File: src/rtl/frac_interpolator_if.sv
// Bundle between the scan timing logic and one axis of the fractional position generator.
interface frac_interpolator_if #(
    parameter int bitwidth  = 10,
    parameter int fracwidth = 16
);
    logic [bitwidth-1:0]  num;
    logic [bitwidth-1:0]  den;
    logic [bitwidth-1:0]  limit;
    logic [bitwidth-1:0]  limit_out;
    logic                 newfraction;
    logic                 ready;
    logic                 step_reset;
    logic                 step_in;
    logic [fracwidth-1:0] step_offset;
    logic [bitwidth-1:0]  pan_offset;
    logic [bitwidth-1:0]  centre_offset;
    logic                 step_out;
    logic [bitwidth-1:0]  whole;
    logic [fracwidth-1:0] fraction;
    logic                 blank;

    modport master (
        output num, den, limit, newfraction, step_reset, step_in,
               step_offset, pan_offset, centre_offset,
        input  limit_out, ready, step_out, whole, fraction, blank
    );

    modport slave (
        input  num, den, limit, newfraction, step_reset, step_in,
               step_offset, pan_offset, centre_offset,
        output limit_out, ready, step_out, whole, fraction, blank
    );
endinterface

File: src/rtl/frac_interpolator.sv
// Fractional-step source coordinate generator: a serial divider derives step = den/num and a
// fixed-point accumulator advances by that step per output pixel/line.
module frac_interpolator #(
    parameter int bitwidth  = 10,
    parameter int fracwidth = 16
) (
    input  logic                 clk,
    input  logic                 reset,
    frac_interpolator_if.slave   bus
);
    localparam int QW = bitwidth + fracwidth;
    localparam int AW = QW + 1;
    localparam int CW = $clog2(QW + 1);

    localparam logic [0:0]          DIV_IDLE   = 1'b0;
    localparam logic [0:0]          DIV_RUN    = 1'b1;
    localparam logic [CW-1:0]       DIV_CYCLES = CW'(QW);
    localparam logic [CW-1:0]       DIV_LAST   = {{(CW-1){1'b0}}, 1'b1};
    localparam logic [QW-1:0]       STEP_ONE   = {{(QW-1){1'b0}}, 1'b1} << fracwidth;
    localparam logic [bitwidth-1:0] ONE_B      = {{(bitwidth-1){1'b0}}, 1'b1};

    logic [0:0]           div_state_r;
    logic [CW-1:0]        div_cnt_r;
    logic [bitwidth-1:0]  div_num_r;
    logic [bitwidth-1:0]  div_rem_r;
    logic [QW-1:0]        div_quo_r;
    logic [QW-1:0]        step_r;
    logic [AW-1:0]        acc_r;
    logic [bitwidth-1:0]  centre_cnt_r;
    logic [bitwidth-1:0]  run_cnt_r;
    logic [bitwidth-1:0]  limit_out_r;
    logic                 step_out_r;
    logic                 blank_r;

    logic [bitwidth:0]    div_trial_s;
    logic [bitwidth-1:0]  div_rem_next_s;
    logic                 div_qbit_s;
    logic [AW-1:0]        acc_sum_s;
    logic [AW-1:0]        acc_next_s;
    logic [bitwidth-1:0]  centre_next_s;
    logic [bitwidth-1:0]  run_next_s;
    logic [bitwidth-1:0]  limit_out_next_s;
    logic                 step_out_next_s;
    logic                 blank_next_s;

    // One restoring-division iteration: remainder shifts in the next dividend bit.
    always_comb begin
        div_trial_s    = {div_rem_r, div_quo_r[QW-1]};
        div_qbit_s     = 1'b0;
        div_rem_next_s = div_trial_s[bitwidth-1:0];
        if (div_trial_s >= {1'b0, div_num_r}) begin
            div_qbit_s     = 1'b1;
            div_rem_next_s = div_trial_s[bitwidth-1:0] - div_num_r;
        end else begin
            div_qbit_s     = 1'b0;
            div_rem_next_s = div_trial_s[bitwidth-1:0];
        end
    end

    // Divider sequencer; div_quo_r holds the dividend shifting out and the quotient shifting in.
    always_ff @(posedge clk) begin
        if (reset) begin
            div_state_r <= DIV_IDLE;
            div_cnt_r   <= {CW{1'b0}};
            div_num_r   <= {bitwidth{1'b0}};
            div_rem_r   <= {bitwidth{1'b0}};
            div_quo_r   <= {QW{1'b0}};
            step_r      <= STEP_ONE;
        end else if (bus.newfraction) begin
            div_state_r <= DIV_RUN;
            div_cnt_r   <= DIV_CYCLES;
            div_num_r   <= bus.num;
            div_rem_r   <= {bitwidth{1'b0}};
            div_quo_r   <= {bus.den, {fracwidth{1'b0}}};
        end else begin
            case (div_state_r)
                DIV_RUN: begin
                    div_quo_r <= {div_quo_r[QW-2:0], div_qbit_s};
                    div_rem_r <= div_rem_next_s;
                    div_cnt_r <= div_cnt_r - DIV_LAST;
                    if (div_cnt_r == DIV_LAST) begin
                        div_state_r <= DIV_IDLE;
                        step_r      <= (div_num_r == {bitwidth{1'b0}}) ? {QW{1'b1}}
                                                                      : {div_quo_r[QW-2:0], div_qbit_s};
                    end
                end
                default: div_state_r <= DIV_IDLE;
            endcase
        end
    end

    // Next-state of the position accumulator, centring counter, blanking and extent counter.
    always_comb begin
        acc_sum_s        = acc_r + {1'b0, step_r};
        acc_next_s       = acc_r;
        centre_next_s    = centre_cnt_r;
        run_next_s       = run_cnt_r;
        limit_out_next_s = limit_out_r;
        step_out_next_s  = 1'b0;
        blank_next_s     = blank_r;
        if (bus.step_reset) begin
            acc_next_s       = {1'b0, bus.pan_offset, bus.step_offset};
            centre_next_s    = bus.centre_offset;
            limit_out_next_s = run_cnt_r;
            run_next_s       = {bitwidth{1'b0}};
            blank_next_s     = (bus.centre_offset != {bitwidth{1'b0}}) | (bus.pan_offset > bus.limit);
        end else if (bus.step_in) begin
            // Count the step if the position it leaves was visible.
            if (!blank_r && (run_cnt_r != {bitwidth{1'b1}})) begin
                run_next_s = run_cnt_r + ONE_B;
            end else begin
                run_next_s = run_cnt_r;
            end
            if (centre_cnt_r != {bitwidth{1'b0}}) begin
                centre_next_s = centre_cnt_r - ONE_B;
                blank_next_s  = 1'b1;
            end else if (acc_r[AW-1]) begin
                blank_next_s  = 1'b1;
            end else begin
                acc_next_s      = acc_sum_s;
                step_out_next_s = (acc_sum_s[AW-1:fracwidth] != acc_r[AW-1:fracwidth]);
                blank_next_s    = acc_sum_s[AW-1] | (acc_sum_s[AW-2:fracwidth] > bus.limit);
            end
        end else begin
            step_out_next_s = 1'b0;
        end
    end

    // Position state registers.
    always_ff @(posedge clk) begin
        if (reset) begin
            acc_r        <= {AW{1'b0}};
            centre_cnt_r <= {bitwidth{1'b0}};
            run_cnt_r    <= {bitwidth{1'b0}};
            limit_out_r  <= {bitwidth{1'b0}};
            step_out_r   <= 1'b0;
            blank_r      <= 1'b1;
        end else begin
            acc_r        <= acc_next_s;
            centre_cnt_r <= centre_next_s;
            run_cnt_r    <= run_next_s;
            limit_out_r  <= limit_out_next_s;
            step_out_r   <= step_out_next_s;
            blank_r      <= blank_next_s;
        end
    end

    assign bus.ready     = (div_state_r == DIV_IDLE);
    assign bus.whole     = acc_r[AW-2:fracwidth];
    assign bus.fraction  = acc_r[fracwidth-1:0];
    assign bus.step_out  = step_out_r;
    assign bus.blank     = blank_r;
    assign bus.limit_out = limit_out_r;
endmodule

File: src/flat_wrapper.sv
// flat-port wrapper written by rule: the top's interface ports become plain ports
module frac_interpolator_flat 
#(
    parameter int bitwidth  = 10,
    parameter int fracwidth = 16
)
  (clk, reset, bus_num, bus_den, bus_limit, bus_newfraction, bus_step_reset, bus_step_in, bus_step_offset, bus_pan_offset, bus_centre_offset, bus_limit_out, bus_ready, bus_step_out, bus_whole, bus_fraction, bus_blank);
  frac_interpolator_if #(.bitwidth(bitwidth), .fracwidth(fracwidth)) bus_i ();
  input  logic clk;
  input  logic reset;
  input wire logic [$bits(bus_i.num)-1:0] bus_num;
  input wire logic [$bits(bus_i.den)-1:0] bus_den;
  input wire logic [$bits(bus_i.limit)-1:0] bus_limit;
  input wire logic [$bits(bus_i.newfraction)-1:0] bus_newfraction;
  input wire logic [$bits(bus_i.step_reset)-1:0] bus_step_reset;
  input wire logic [$bits(bus_i.step_in)-1:0] bus_step_in;
  input wire logic [$bits(bus_i.step_offset)-1:0] bus_step_offset;
  input wire logic [$bits(bus_i.pan_offset)-1:0] bus_pan_offset;
  input wire logic [$bits(bus_i.centre_offset)-1:0] bus_centre_offset;
  output wire logic [$bits(bus_i.limit_out)-1:0] bus_limit_out;
  output wire logic [$bits(bus_i.ready)-1:0] bus_ready;
  output wire logic [$bits(bus_i.step_out)-1:0] bus_step_out;
  output wire logic [$bits(bus_i.whole)-1:0] bus_whole;
  output wire logic [$bits(bus_i.fraction)-1:0] bus_fraction;
  output wire logic [$bits(bus_i.blank)-1:0] bus_blank;
  assign bus_i.num = bus_num;
  assign bus_i.den = bus_den;
  assign bus_i.limit = bus_limit;
  assign bus_i.newfraction = bus_newfraction;
  assign bus_i.step_reset = bus_step_reset;
  assign bus_i.step_in = bus_step_in;
  assign bus_i.step_offset = bus_step_offset;
  assign bus_i.pan_offset = bus_pan_offset;
  assign bus_i.centre_offset = bus_centre_offset;
  assign bus_limit_out = bus_i.limit_out;
  assign bus_ready = bus_i.ready;
  assign bus_step_out = bus_i.step_out;
  assign bus_whole = bus_i.whole;
  assign bus_fraction = bus_i.fraction;
  assign bus_blank = bus_i.blank;
  frac_interpolator #(.bitwidth(bitwidth), .fracwidth(fracwidth)) u_core (.clk(clk), .reset(reset), .bus(bus_i));
endmodule
File: config.mk
export PLATFORM = sky130hd
export DESIGN_NAME = frac_interpolator_flat
export DESIGN_NICKNAME = d
export VERILOG_FILES = /design/src/rtl/frac_interpolator_if.sv /design/src/rtl/frac_interpolator.sv /design/src/flat_wrapper.sv
export SDC_FILE = /design/constraint.sdc
export NUM_CORES = 1
export LEC_CHECK = 0
export CAP_MARGIN = 20
export CORE_UTILIZATION = 51
export CTS_CLUSTER_DIAMETER = 40
export DETAILED_ROUTE_END_ITERATION = 16
export PLACE_DENSITY = 0.78
export SYNTH_ARGS = -nofsm -noshare
export SYNTH_HDL_FRONTEND = slang
export SYNTH_SLANG_ARGS = --single-unit
File: constraint.sdc
create_clock -name clk -period 4.3 [get_ports clk]
set_input_delay 1.29 -clock clk [delete_from_list [all_inputs] [get_ports clk]]
set_output_delay 1.29 -clock clk [all_outputs]
set_load 0.03 [all_outputs]
==> impl_metrics.json <==
{
  "clock-skew-final_ns": 0.00658,
  "finalMaxSlewViolations": 0,
  "maxCapViolations": 0,
  "startpoint_type": "register",
  "buffer_ports.inserted": 109,
  "r2r_slack_ns": 0.04,
  "synth_top_area_cell": "dfxtp_1",
  "cts_buffers": 17,
  "synth.area.top_cells": "dfxtp_1, nor2_1, ha_1",
  "critical_path.startpoint": "u_core.acc_r[0]",
  "hpwlAfterDp_um": 13700,
  "detailedRoute.firstIterationViolations": 407,
  "cp.required_ns": 4.60,
  "synth.lib_cells_used.distinct": 65,
  "worst_setup_path_end_kind": "register",
  "hold_path_startpoint": "u_core.bus.limit_out[6]",
  "syn-instance-count": 1022,
  "top_level_ports": 110,
  "overflow": 0,
  "area.growth.synth_to_final_pct": 21.5,
  "core_area_um2": 15800,
  "gp_congestion": 0.893,
  "vdd_ir_drop_max_uv": 296,
  "drcViolationCount": 0,
  "die_height_um": 129,
  "status": "complete, no violations",
  "layoutNonFillerInstCount": 1325,
  "hold-path-cell-count": 2,
  "powerDensity_nw_per_um2": 348,
  "cts_tree": "built",
  "fp-row-count": 46,
  "drt_pre_antenna_iters": 5,
  "max_slew.worst_pin.slew_ns": 0.818,
  "path_max_fanout": 2,
  "cts_sinks": 137,
  "grt_antenna_before_repair": 0,
  "cts_hold_repair.buffers": 0,
  "synth_seq_cells": 137,
  "clk_transition_reported_paths_ns": 0.06,
  "syn_nets": 1156,
  "worstPathArrival_ns": 4.56,
  "post-place-cells": 1291,
  "async_s_r_ff_share_synth_pct": 0,
  "timing.final.crit_share_pct": 99.0,
  "yosysSeqAreaShare_pct": 33.4,
  "syn_area_um2": 8220,
  "whs_endpoint": "u_core.bus.limit_out[6]",
  "grt_first_pass_wirelength_um": 31900,
  "path_common_cell": "ha_1",
  "dpl-instance-area_um2": 9340,
  "via_per_inst": 5.41,
  "layout_common_cells": "nor2_1, dfxtp_1, clkdlybuf4s50_1, a21oi_1, ha_1",
  "start_util_pct": 51.9,
  "route.antenna.remaining_nets": 0,
  "ys_dominant_reg_cell": "dfxtp_1",
  "worst_path_largest_cell_delay_ns": 0.52,
  "grt_start_max_net_pins": 59,
  "gr_usage_total_pct": 24.2,
  "fp.dieArea_um2": 16600,
  "period_minus_slack_ns": 4.26,
  "final_net_count": 1230,
  "power.leakage_uw": 0.00416,
  "worst-setup-path-type": "register to register",
  "unrepaired_setup_endpoints_after_global_routing": "true",
  "synth_edf_count": 0,
  "syn_area_per_cell_um2": 8.04,
  "crit_family": "compound AO/OA/AOI/OAI gates",
  "worst_hold_class": "register to register",
  "synth_top_area_share_pct": 33.4,
  "clk-insertion-delay-late_ns": 0.43,
  "ys.warnings.count": 0,
  "finalWirelength_um": 19000,
  "first_global_vias": 6670,
  "antenna_cells_inserted": 0,
  "clock_tree.buffer_depth": 2,
  "route.vias.total": 7166,
  "r2r-end": "u_core.bus.step_out",
  "max-slew-margin-rel_pct": 45.5,
  "worstPathBufferInverterCount": 1,
  "crit_path_cell_trace": "ha_1, inv_1, fa_2, nor2b_4, o2111ai_2, nor3b_4, o41ai_4, o22ai_2, o211ai_2, a21oi_2, o21bai_1, a21oi_1, ha_1, xor2_1, a211oi_1, o211ai_1, nand3b_1, or4b_1, nor4_1, a41oi_1",
  "fmax_mhz": 235,
  "final_cell_area_um2": 9990,
  "final_layout_size_suffix_gt1_share_pct": 7.57,
  "setup_viol_count_final": 0,
  "timing.reg2reg.worst_path_depth": 20,
  "h-tree-depth": 4,
  "cp_slowest_cell": "or4b_1",
  "clockRootBuffer": "clkbuf_16",
  "layout_commonest_cell": "nor2_1",
  "post_drt_wl_per_cell_um": 14.4,
  "worstReg2RegStart": "u_core.acc_r[0]",
  "fp.dieW_um": 129,
  "final_hold_viol_count": 0
}
-- how the worst max path moves through the flow --
stage / slack, ns / end / depth (start not counted)
after detailed placement: -0.08 / u_core.bus.step_out / 20
after floorplan: 0.07 / u_core.bus.step_out / 20
final: 0.04 / u_core.bus.step_out / 20
after global placement: -0.02 / u_core.bus.step_out / 20
after global routing: -0.25 / u_core.bus.step_out / 20
after CTS: 0.007 / u_core.bus.step_out / 20
-- what timing repair did --
| action | CTS | global route |
|---|---|---|
| endpoints found under the setup margin | 1 | 2 |
| resized for setup | 3 | 8 |
| pin swaps | 4 | 11 |
| setup buffers | 1 | 1 |
-- sequential cells by signal, summed over array words and instances (netlist names) --
register	flops
u_core.bus.blank	1
u_core.div_num_r	10
u_core.acc_r	27
u_core.div_quo_r	26
u_core.bus.limit_out	10
u_core.div_cnt_r	5
u_core.run_cnt_r	10
u_core.div_state_r	1
u_core.centre_cnt_r	10
u_core.div_rem_r	10
u_core.bus.step_out	1
u_core.step_r	26
-- stage by stage --
stage                     setup slack (ns)  hold WS (ns)  total power (uW)  TNS (ns)  util, %
after floorplan                     0.0704         0.460              1830         0        -
after global placement             -0.0247         0.476              2000   -0.0247     59.0
after detailed placement           -0.0822         0.484              2010   -0.0822     59.0
after CTS                          0.00677         0.499              3480         0     62.9
after global routing                -0.254         0.530              3610    -0.255     63.1
final                               0.0429         0.496              3470         0     63.1
-- cells in the mapped netlist, types with 4 or more instances --
master	number
a211oi_1	10
a21o_1	15
a21oi_1	87
a221oi_1	5
a311oi_1	7
a31oi_1	5
buf_1	9
buf_4	26
clkbuf_1	37
dfxtp_1	137
ha_1	61
inv_1	46
mux2i_1	56
nand2_1	52
nand2b_1	6
nand3_1	14
nand4_1	13
nor2_1	208
nor2b_1	9
nor3_1	44
nor4_1	6
o211ai_1	4
o21a_1	8
o21ai_0	30
o21ai_1	9
o21bai_1	6
or2_2	4
or3_1	5
xnor2_1	29
xor2_1	22
-- final cells by class --
type / count / area (um^2)
fillers: 1386 / 5840
clock buffers: 19 / 453
repair buffers: 131 / 1250
clock inverters: 13 / 143
multi-input cells: 763 / 4950
well taps: 216 / 270
inverters: 46 / 173
flip-flops and latches: 137 / 2750
-- cells by family (layout without fill, tap and decap cells) --
group,count (synthesis),after routing,share of synthesized area (%)
AO/OA/AOI/OAI,205,205,16.0
XOR/XNOR,53,53,6.01
adder cells (fa/ha/maj),63,63,9.77
buffers and inverters,122,209,6.90
flip-flops,137,137,33.4
multiplexers,56,56,6.82
AND/OR/NAND/NOR,386,386,21.1
-- power breakdown --
part           total, uW  switching [uW]  internal [uW]
Combinational        628             334            294
Sequential          1360            46.4           1320
Clock               1480             593            886
-- worst reg2reg max path: cells and delay by family (launching register included) --
kind / cells / cell delay, ns
AND/OR/NAND/NOR: 5 / 1.30
adder cells (fa/ha/maj): 3 / 0.83
XOR/XNOR: 1 / 0.15
AO/OA/AOI/OAI: 10 / 1.47
buffers and inverters: 1 / 0.06
flip-flops: 1 / 0.33
-- routing by layer --
metal	up-vias	wire length, um	GRT usage (%)
met1	3313	9130	31.0
met3	21	899	6.03
met2	153	8790	40.5
met5	-	0	0
met4	0	219	6.51
li1	3679	-	-
Power figures use the tool's default switching activity.
